==> config.mk <==
export PLATFORM = sky130hd
export DESIGN_NAME = layer00_load
export DESIGN_NICKNAME = d
export VERILOG_FILES = /design/src/rtl/layer00_pkg.sv /design/src/rtl/layer00_line_fifo.sv /design/src/rtl/layer00_load.sv
export SDC_FILE = /design/constraint.sdc
export NUM_CORES = 1
export LEC_CHECK = 0
export CORE_UTILIZATION = 40
export DETAILED_ROUTE_END_ITERATION = 16
export GPL_TIMING_DRIVEN = 0
export SYNTH_ARGS = -nofsm -noshare
export SYNTH_HDL_FRONTEND = slang
export SYNTH_SLANG_ARGS = --single-unit
==> constraint.sdc <==
create_clock -name clk -period 15.6 [get_ports clk]
set_input_delay 3.12 -clock clk [delete_from_list [all_inputs] [get_ports clk]]
set_output_delay 3.12 -clock clk [all_outputs]
set_load 0.005 [all_outputs]
==> src/rtl/layer00_pkg.sv <==
// Shared layer-00 constants, FSM state type and bank slicing used by the save and load blocks.
package layer00_pkg;

  localparam int unsigned NUM_BANK       = 16;
  localparam int unsigned ADDR_W         = 10;
  localparam int unsigned BANK_W         = 8;
  localparam int unsigned LINE_W         = NUM_BANK * BANK_W;
  localparam int unsigned BEAT_W         = 32;
  localparam int unsigned BEATS_PER_LINE = LINE_W / BEAT_W;
  localparam int unsigned RD_LAT         = 1;
  localparam int unsigned LBUF_DEPTH     = 2;

  typedef enum logic [1:0] {
    ST_IDLE,
    ST_RUN,
    ST_FLUSH
  } state_t;

endpackage

==> src/rtl/layer00_line_fifo.sv <==
// Two-entry line buffer between the bank read port and the beat unpacker.
// Exposes the head line and the line behind it so the unpacker can preload its output register.
module layer00_line_fifo
  import layer00_pkg::*;
(
  input  logic              clk,
  input  logic              rst,
  input  logic              wr_en,
  input  logic [LINE_W-1:0] wr_data,
  input  logic              rd_en,
  output logic [LINE_W-1:0] head,
  output logic [LINE_W-1:0] next_line,
  output logic [1:0]        count
);

  logic [LINE_W-1:0] mem [LBUF_DEPTH];
  logic              wr_ptr;
  logic              rd_ptr;

  always_ff @(posedge clk or posedge rst) begin
    if (rst) begin
      for (int unsigned i = 0; i < LBUF_DEPTH; i++) mem[i] <= '0;
      wr_ptr <= 1'b0;
      rd_ptr <= 1'b0;
      count  <= '0;
    end else begin
      if (wr_en) begin
        mem[wr_ptr] <= wr_data;
        wr_ptr      <= ~wr_ptr;
      end
      if (rd_en) rd_ptr <= ~rd_ptr;
      unique case ({wr_en, rd_en})
        2'b10:   count <= count + 2'd1;
        2'b01:   count <= count - 2'd1;
        default: count <= count;
      endcase
    end
  end

  always_comb begin
    head      = mem[rd_ptr];
    next_line = mem[~rd_ptr];
  end

endmodule

==> src/rtl/layer00_load.sv <==
// Layer-00 load path: reads 128-bit lines from the byte-lane banks and streams them as 32-bit beats.
// Optional stall counter output o_stall_cnt when LAYER00_LOAD_STALL_CNT_EN is defined.
module layer00_load
  import layer00_pkg::*;
(
  input  logic                       clk,
  input  logic                       rst,
  input  logic                       i_start,
  input  logic [ADDR_W-1:0]          i_base_addr,
  input  logic [ADDR_W-1:0]          i_num_lines,
  output logic                       o_rd_en,
  output logic [NUM_BANK*ADDR_W-1:0] o_addr,
  input  logic [NUM_BANK*BANK_W-1:0] i_rdata,
  output logic [BEAT_W-1:0]          o_ofm,
  output logic                       o_vld,
  input  logic                       i_rdy,
  output logic                       o_busy,
  output logic                       o_done
`ifdef LAYER00_LOAD_STALL_CNT_EN
  ,
  output logic [15:0]                o_stall_cnt
`endif
);

  state_t              state_q, state_d;
  logic [ADDR_W-1:0]   base_q, num_q, issued_q, line_addr;
  logic [ADDR_W:0]     issued_inc;
  logic [RD_LAT-1:0]   rd_pipe;
  logic [1:0]          beat_q, beat_d;
  logic [BEAT_W-1:0]   ofm_q, ofm_d;
  logic                done_q;
  logic [LINE_W-1:0]   head, next_line, head_d;
  logic [1:0]          fifo_cnt;
  logic [2:0]          occ;
  logic                start_ok, last_issue, hs, pop, cap, final_hs;

  layer00_line_fifo u_line_fifo (
    .clk       (clk),
    .rst       (rst),
    .wr_en     (cap),
    .wr_data   (i_rdata),
    .rd_en     (pop),
    .head      (head),
    .next_line (next_line),
    .count     (fifo_cnt)
  );

  always_comb begin
    start_ok   = i_start && (state_q == ST_IDLE);
    occ        = 3'(fifo_cnt) + 3'($countones(rd_pipe));
    o_rd_en    = (state_q == ST_RUN) && (occ < 3'(LBUF_DEPTH));
    line_addr  = base_q + issued_q;
    issued_inc = {1'b0, issued_q} + (ADDR_W+1)'(1);
    last_issue = o_rd_en && (issued_inc == {1'b0, num_q});
    o_vld      = (fifo_cnt != 2'd0);
    hs         = o_vld && i_rdy;
    pop        = hs && (beat_q == 2'(BEATS_PER_LINE - 1));
    cap        = rd_pipe[RD_LAT-1];
    final_hs   = (state_q == ST_FLUSH) && pop && (fifo_cnt == 2'd1) && (rd_pipe == '0);
  end

  always_comb begin
    state_d = state_q;
    unique case (state_q)
      ST_IDLE:  if (start_ok && (i_num_lines != '0)) state_d = ST_RUN;
      ST_RUN:   if (last_issue) state_d = ST_FLUSH;
      ST_FLUSH: if (final_hs) state_d = ST_IDLE;
      default:  state_d = ST_IDLE;
    endcase
  end

  // o_ofm is registered, so select next cycle's head line: a same-cycle capture
  // or the second entry may become the head as the current one pops.
  always_comb begin
    beat_d = hs ? beat_q + 2'd1 : beat_q;
    head_d = head;
    unique case (fifo_cnt)
      2'd0:    if (cap) head_d = i_rdata;
      2'd1:    if (pop && cap) head_d = i_rdata;
      2'd2:    if (pop) head_d = next_line;
      default: head_d = head;
    endcase
    ofm_d = head_d[int'(beat_d)*BEAT_W +: BEAT_W];
  end

  always_ff @(posedge clk or posedge rst) begin
    if (rst) begin
      state_q  <= ST_IDLE;
      base_q   <= '0;
      num_q    <= '0;
      issued_q <= '0;
      rd_pipe  <= '0;
      beat_q   <= '0;
      ofm_q    <= '0;
      done_q   <= 1'b0;
    end else begin
      state_q <= state_d;
      rd_pipe <= RD_LAT'({rd_pipe, o_rd_en});
      if (start_ok) begin
        base_q   <= i_base_addr;
        num_q    <= i_num_lines;
        issued_q <= '0;
      end else if (o_rd_en) begin
        issued_q <= issued_q + ADDR_W'(1);
      end
      beat_q <= beat_d;
      ofm_q  <= ofm_d;
      done_q <= (start_ok && (i_num_lines == '0)) || final_hs;
    end
  end

  always_comb begin
    o_addr = {NUM_BANK{line_addr}};
    o_ofm  = ofm_q;
    o_busy = (state_q != ST_IDLE);
    o_done = done_q;
  end

`ifdef LAYER00_LOAD_STALL_CNT_EN
  logic [15:0] stall_q;

  always_ff @(posedge clk or posedge rst) begin
    if (rst) begin
      stall_q <= '0;
    end else if (start_ok) begin
      stall_q <= '0;
    end else if (o_vld && !i_rdy && (stall_q != '1)) begin
      stall_q <= stall_q + 16'd1;
    end
  end

  always_comb o_stall_cnt = stall_q;
`endif

endmodule

==> results.yml, run 1 <==
synth:
  syn_avg_cell_area_um2: 11.1
  async_flop_share_pct: 100
  synth_warnings: 0
  ys_types: 55
  synth_ff_type: "dfrtp_1"
  synth_cells: 1824
  synth-seq-cells: 328
  yosysSeqAreaShare_pct: 40.5
  synth_edf_count: 0
  syn_nets: 1994
  syn_area_um2: 20300
clock_tree:
  cts_tree: "built"
  cts_resized: 0
  cts_max_level: 2
  max-clock-path-buffers: 3
  ctsHoldBuffers: 0
  numCtsBuffers: 39
  clk_pin_slew_worst_paths_ns: 0.06
  cts_root_buffer: "clkbuf_16"
  clock_sinks: 328
  postCtsSetupBuffers: 0
  clk-insertion-delay-late_ns: 0.58
cells_and_area:
  finish.utilization_pct: 51.9
  final_common_cell: "mux2_2"
  area_delta_synth_final_pct: 28.4
  finalNetCount: 2385
  drive_gt1_share_pct: 34.2
  final_cell_mix: "499 x mux2_2, 347 x clkdlybuf4s50_1, 328 x dfrtp_1"
  n_antenna_cell: 0
  n_fill_cell: 4539
  final_area_um2: 26000
flow_run:
  cap_violations: 0
placed_design:
  placed_area_um2: 24700
  place_ws_ns: 9.06
  dpl.hpwl_um: 50100
  gp_congestion: 0.856
  io_buffer_count: 347
grt:
  met1_usage_pct: 35.9
  grt_use_met2_pct: 44.0
  met3_usage_pct: 4.01
  antenna_found_initial: 0
  grt_pass1_vias: 16700
  grt_max_degree: 104
  grt.total_usage_pct: 26.8
  grt-ovfl-total: 0
  top_usage_layer: "met2"
  grt_pass1_wl_um: 104000
detailed_routing:
  routed_via_density: 5.73
  dr_total_vias: 16700
  antenna_left: 0
  drt-total-wl_um: 69900
  wl_per_cell_um: 24.0
  first_pass_iters: 5
  drc: 0
  drt_iter0_drc: 1655
worst_setup_path:
  path_cells: "ha_1, fa_1, a21o_1, a21oi_1, o21ai_0, o41ai_1, xnor2_1, buf_4, clkdlybuf4s50_1"
  crit_arrival_ns: 3.90
  cpMaxStageDelayCell: "xnor2_1"
  crit_type: "flop to output pin"
  cp.required_ns: 12.48
  max_stage_delay_ns: 0.55
  end_kind: "output pin"
  crit_fanout: 16
  startpoint_type: "flop"
worst_hold_path:
  hold_class: "flop to flop"
sta:
  hold_violations: 0
  clock_skew_ns: 0.0288
  setup_viol: 0
  fin_crit_sh_pct: 45.0
  whs_ns: 0.505
  period_minus_slack_ns: 7.02
  rsz0062_at_grt: "false"
  relSlewSlack_pct: 13.9
  tightest_slew_ns: 1.28
  fin_ws_ns: 8.58
  fmax_mhz: 142
  slew_violations: 0
  tns_ns: 0
power_and_ir_drop:
  p_leak_nw: 10.5
  vdd_drop_max_mv: 0.165
  powerDensity_nw_per_um2: 304
die:
  fp-row-count: 82
  initial_core_util_pct: 40.5
  die_area_um2: 51500
  die_x_um: 227
  fp.coreArea_um2: 50100
  die_h_um: 227
  ios: 348
status:
  outcome: "finished, final reports clean"
==> logic make-up after synthesis <==
| kind of cell | share of synthesized area [%] |
|---|---|
| AO/OA/AOI/OAI | 12.0 |
| XOR/XNOR | 1.11 |
| buffers and inverters | 8.85 |
| AND/OR/NAND/NOR | 6.87 |
| adder cells (fa/ha/maj) | 1.15 |
| multiplexers | 29.5 |
| flip-flops | 40.5 |
==> area by class of cell <==
cell class / instances / area (µm²) / share of cell area, %
clock buffers: 58 / 1200 / 4.61
flip-flops and latches: 328 / 8210 / 31.6
clock inverters: 10 / 140 / 0.539
repair buffers: 350 / 3560 / 13.7
well taps: 672 / 841 / 3.23
plain buffers: 295 / 1740 / 6.68
multi-input cells: 1186 / 10300 / 39.5
inverters: 15 / 63.8 / 0.245
==> registers in the layout (all words and copies together), names as in the netlist, 2 cells and up <==
register / cells
u_line_fifo.mem: 256
o_ofm: 32
base_q: 10
issued_q: 10
num_q: 10
beat_q: 2
state_q: 2
u_line_fifo.count: 2
==> where the power goes <==
part | internal, W | switching [W]
clock | 0.000582 | 0.000379
combinational | 0.00289 | 0.00246
sequential | 0.00130 | 0.000301
total | 0.00477 | 0.00314
==> stage by stage <==
step / std cells / total power [W]
floorplan: 1824 / 0.00478
global placement: 2843 / 0.00680
global route: 2914 / 0.00834
detailed placement: 2846 / 0.00689
finish: 2914 / 0.00790
CTS: 2914 / 0.00788
==> cell usage after synthesis (5+ instances only) <==
master	n	share of area, %
a21oi_1	39	0.96
a221o_1	64	3.2
a221oi_1	64	2.8
and3_1	36	1.1
buf_2	37	0.91
buf_4	151	5.6
clkbuf_1	101	1.9
dfrtp_1	328	41
ha_1	17	1.1
inv_1	11	0.20
mux2_2	499	28
mux2i_1	35	1.7
nand2_1	148	2.7
nand3_1	69	1.7
nor2_1	19	0.35
nor3_1	5	0.12
o21ai_0	53	1.3
o221ai_1	32	1.4
o31ai_1	7	0.26
o32ai_1	33	1.4
xnor2_1	14	0.61
xor2_1	8	0.35
==> worst max-delay path, delay by kind of cell, from the launching register on <==
kind                       cells  cell delay (ns)
AOI/OAI and AO/OA              4             0.95
DFF                            1             0.46
buffers and inverters          2             0.74
xor gates and xnor gates       1             0.55
adders and majority gates      2             0.66
==> routing by layer <==
metal  part of all wire [%]  up-vias  wire length, µm
li1                       -     7458                -
met1                     43     8360            30000
met2                     47      742            32900
met3                    7.1      137             4990
met4                    2.9        0             2050
met5                      0        -                0
==> final timing paths <==
path,start,to,slack (ns),cells after the start
setup / recovery,issued_q[0],o_addr[138],8.58,9
hold / removal,u_line_fifo.wr_ptr,u_line_fifo.wr_ptr,0.50,1
setup reg to reg,u_line_fifo.count[0],o_ofm[0],11.56,12
hold reg to reg,u_line_fifo.wr_ptr,u_line_fifo.wr_ptr,0.50,1
max in group asynchronous,rst,u_line_fifo.mem[106],11.21,4
min in group asynchronous,rst,o_ofm[30],3.01,2
Note: power is estimated with default switching activity, not from simulation.
==> run 2: changes to the inputs <==
- clock period: 15.6 -> 6.7 ns (I/O delays scaled with it)
==> run 2 against run 1 <==
Flip-flop and latch count unchanged. Via count increased by 1.7%. Clock skew shrank 0.0037 ns. Clock power rose by 130%. Register-to-register slack worse by 8.9 ns. First-iteration DRC count is 22% lower. Count of clock-buffer cells in the layout shrank 3. Die area is the same. Critical path depth unchanged. Critical path type unchanged. Largest cell class unchanged. Largest power group unchanged.
==> results.yml, run 2 (synthesis gave the netlist of run 1 again) <==
status:
  outcome: "finished, final reports clean"
sta:
  hold_violations: 0
  tightest_slew_ns: 1.20
  fmax_mhz: 192
  relSlewSlack_pct: 19.2
  slew_violations: 0
  period_minus_slack_ns: 5.20
  rsz0062_at_grt: "false"
  setup_viol: 0
  fin_ws_ns: 1.50
  fin_crit_sh_pct: 77.6
  clock_skew_ns: 0.0252
detailed_routing:
  drt_iter0_drc: 1293
  wl_per_cell_um: 24.1
  routed_via_density: 5.81
  first_pass_iters: 5
  antenna_left: 0
  drt-total-wl_um: 70600
  dr_total_vias: 17000
  drc: 0
die:
  die_x_um: 227
  fp.coreArea_um2: 50100
  ios: 348
  fp-row-count: 82
  initial_core_util_pct: 40.5
  die_h_um: 227
  die_area_um2: 51500
worst_setup_path:
  end_kind: "output pin"
  startpoint_type: "flop"
  cp.required_ns: 5.36
  crit_type: "flop to output pin"
  crit_fanout: 16
  crit_arrival_ns: 3.86
worst_hold_path:
  hold_class: "flop to flop"
cells_and_area:
  multi_input_area_um2: 10300
  final_area_um2: 26100
  largest_register_ffs: 256
  finalNetCount: 2392
  area_delta_synth_final_pct: 28.8
  n_antenna_cell: 0
  regArea_um2: 8210
  finish.utilization_pct: 52.1
  post_layout_nonfiller_instances: 2926
  final_cell_mix: "499 x mux2_2, 347 x clkdlybuf4s50_1, 328 x dfrtp_1"
  drive_gt1_share_pct: 34.5
  regMostFlops: "u_line_fifo.mem"
  final_common_cell: "mux2_2"
  n_fill_cell: 4543
power_and_ir_drop:
  power_w: 0.0184
  powerDensity_nw_per_um2: 707
  vdd_drop_max_mv: 0.374
  p_leak_nw: 10.6
grt:
  grt_pass1_vias: 16800
  grt.total_usage_pct: 27.2
  grt-ovfl-total: 0
  antenna_found_initial: 1
  grt_pass1_wl_um: 105000
  grt_max_degree: 42
placed_design:
  dpl.hpwl_um: 51100
  place_ws_ns: 1.86
  gp_congestion: 0.866
  placed_area_um2: 24800
  placedCellCount: 2852
  io_buffer_count: 347
clock_tree:
  postCtsSetupBuffers: 0
  cts_resized: 0
  cts_max_level: 2
  numCtsBuffers: 40
  clk-insertion-delay-late_ns: 0.58
  max-clock-path-buffers: 3
  cts_root_buffer: "clkbuf_16"
  clk_pin_slew_worst_paths_ns: 0.06
  ctsHoldBuffers: 0
  clock_sinks: 328
  cts_tree: "built"
flow_run:
  cap_violations: 0
-- run 2: changes by cell type in the layout (fill, tap and decap cells not counted), moves of 2 or more --
cell,previous run,this run
buf_12,0,9
buf_16,3,0
clkbuf_1,107,111
clkbuf_8,11,3
clkinv_2,6,14
clkinvlp_4,0,2
xnor2_1,14,11
xnor2_2,2,5
-- run 2: final timing paths --
check,endpoint,from,slack (ns),depth (start not counted)
min reg2reg,u_line_fifo.wr_ptr,u_line_fifo.wr_ptr,0.50,1
max,o_addr[148],issued_q[0],1.50,9
max reg2reg,o_ofm[0],u_line_fifo.count[0],2.63,12
min,u_line_fifo.wr_ptr,u_line_fifo.wr_ptr,0.50,1
min in group asynchronous,num_q[1],rst,1.22,2
max in group asynchronous,u_line_fifo.mem[145],rst,4.10,6
-- run 2: critical path: stages (launching register included) --
cell	delay, ns
dfrtp_1	0.47
ha_1	0.26
fa_1	0.41
a21o_1	0.18
a21oi_1	0.23
o21ai_0	0.17
o41ai_1	0.46
xnor2_2	0.35
buf_4	0.22
clkdlybuf4s50_1	0.56
-- run 2: final cells by class --
type	instances	area share [%]
Buffer	295	6.65
Clock buffer	55	4.33
Clock inverter	19	0.705
Inverter	15	0.230
Multi-Input combinational cell	1186	39.4
Sequential cell	328	31.5
Tap cell	672	3.22
Timing Repair Buffer	356	14.0
-- run 2: power breakdown --
group	switching [W]	leakage [nW]	total [W]	internal [W]
Combinational	0.00578	6.05	0.0125	0.00673
Sequential	0.000699	3.89	0.00372	0.00302
Clock	0.000908	0.655	0.00221	0.00130
-- run 2: per-layer routing --
layer  track usage [%]  wire [µm]
met5                 0         11
met4              7.92       1830
met3              5.09       5340
met2              45.3      33400
met1              35.9      30100
-- run 2: per-stage QoR --
stage	setup TNS, ns	hold WS, ns
after floorplan	0	0.461
after global placement	-479.58	0.481
after detailed placement	0	0.486
after CTS	0	0.500
after global routing	0	0.517
final	0	0.496
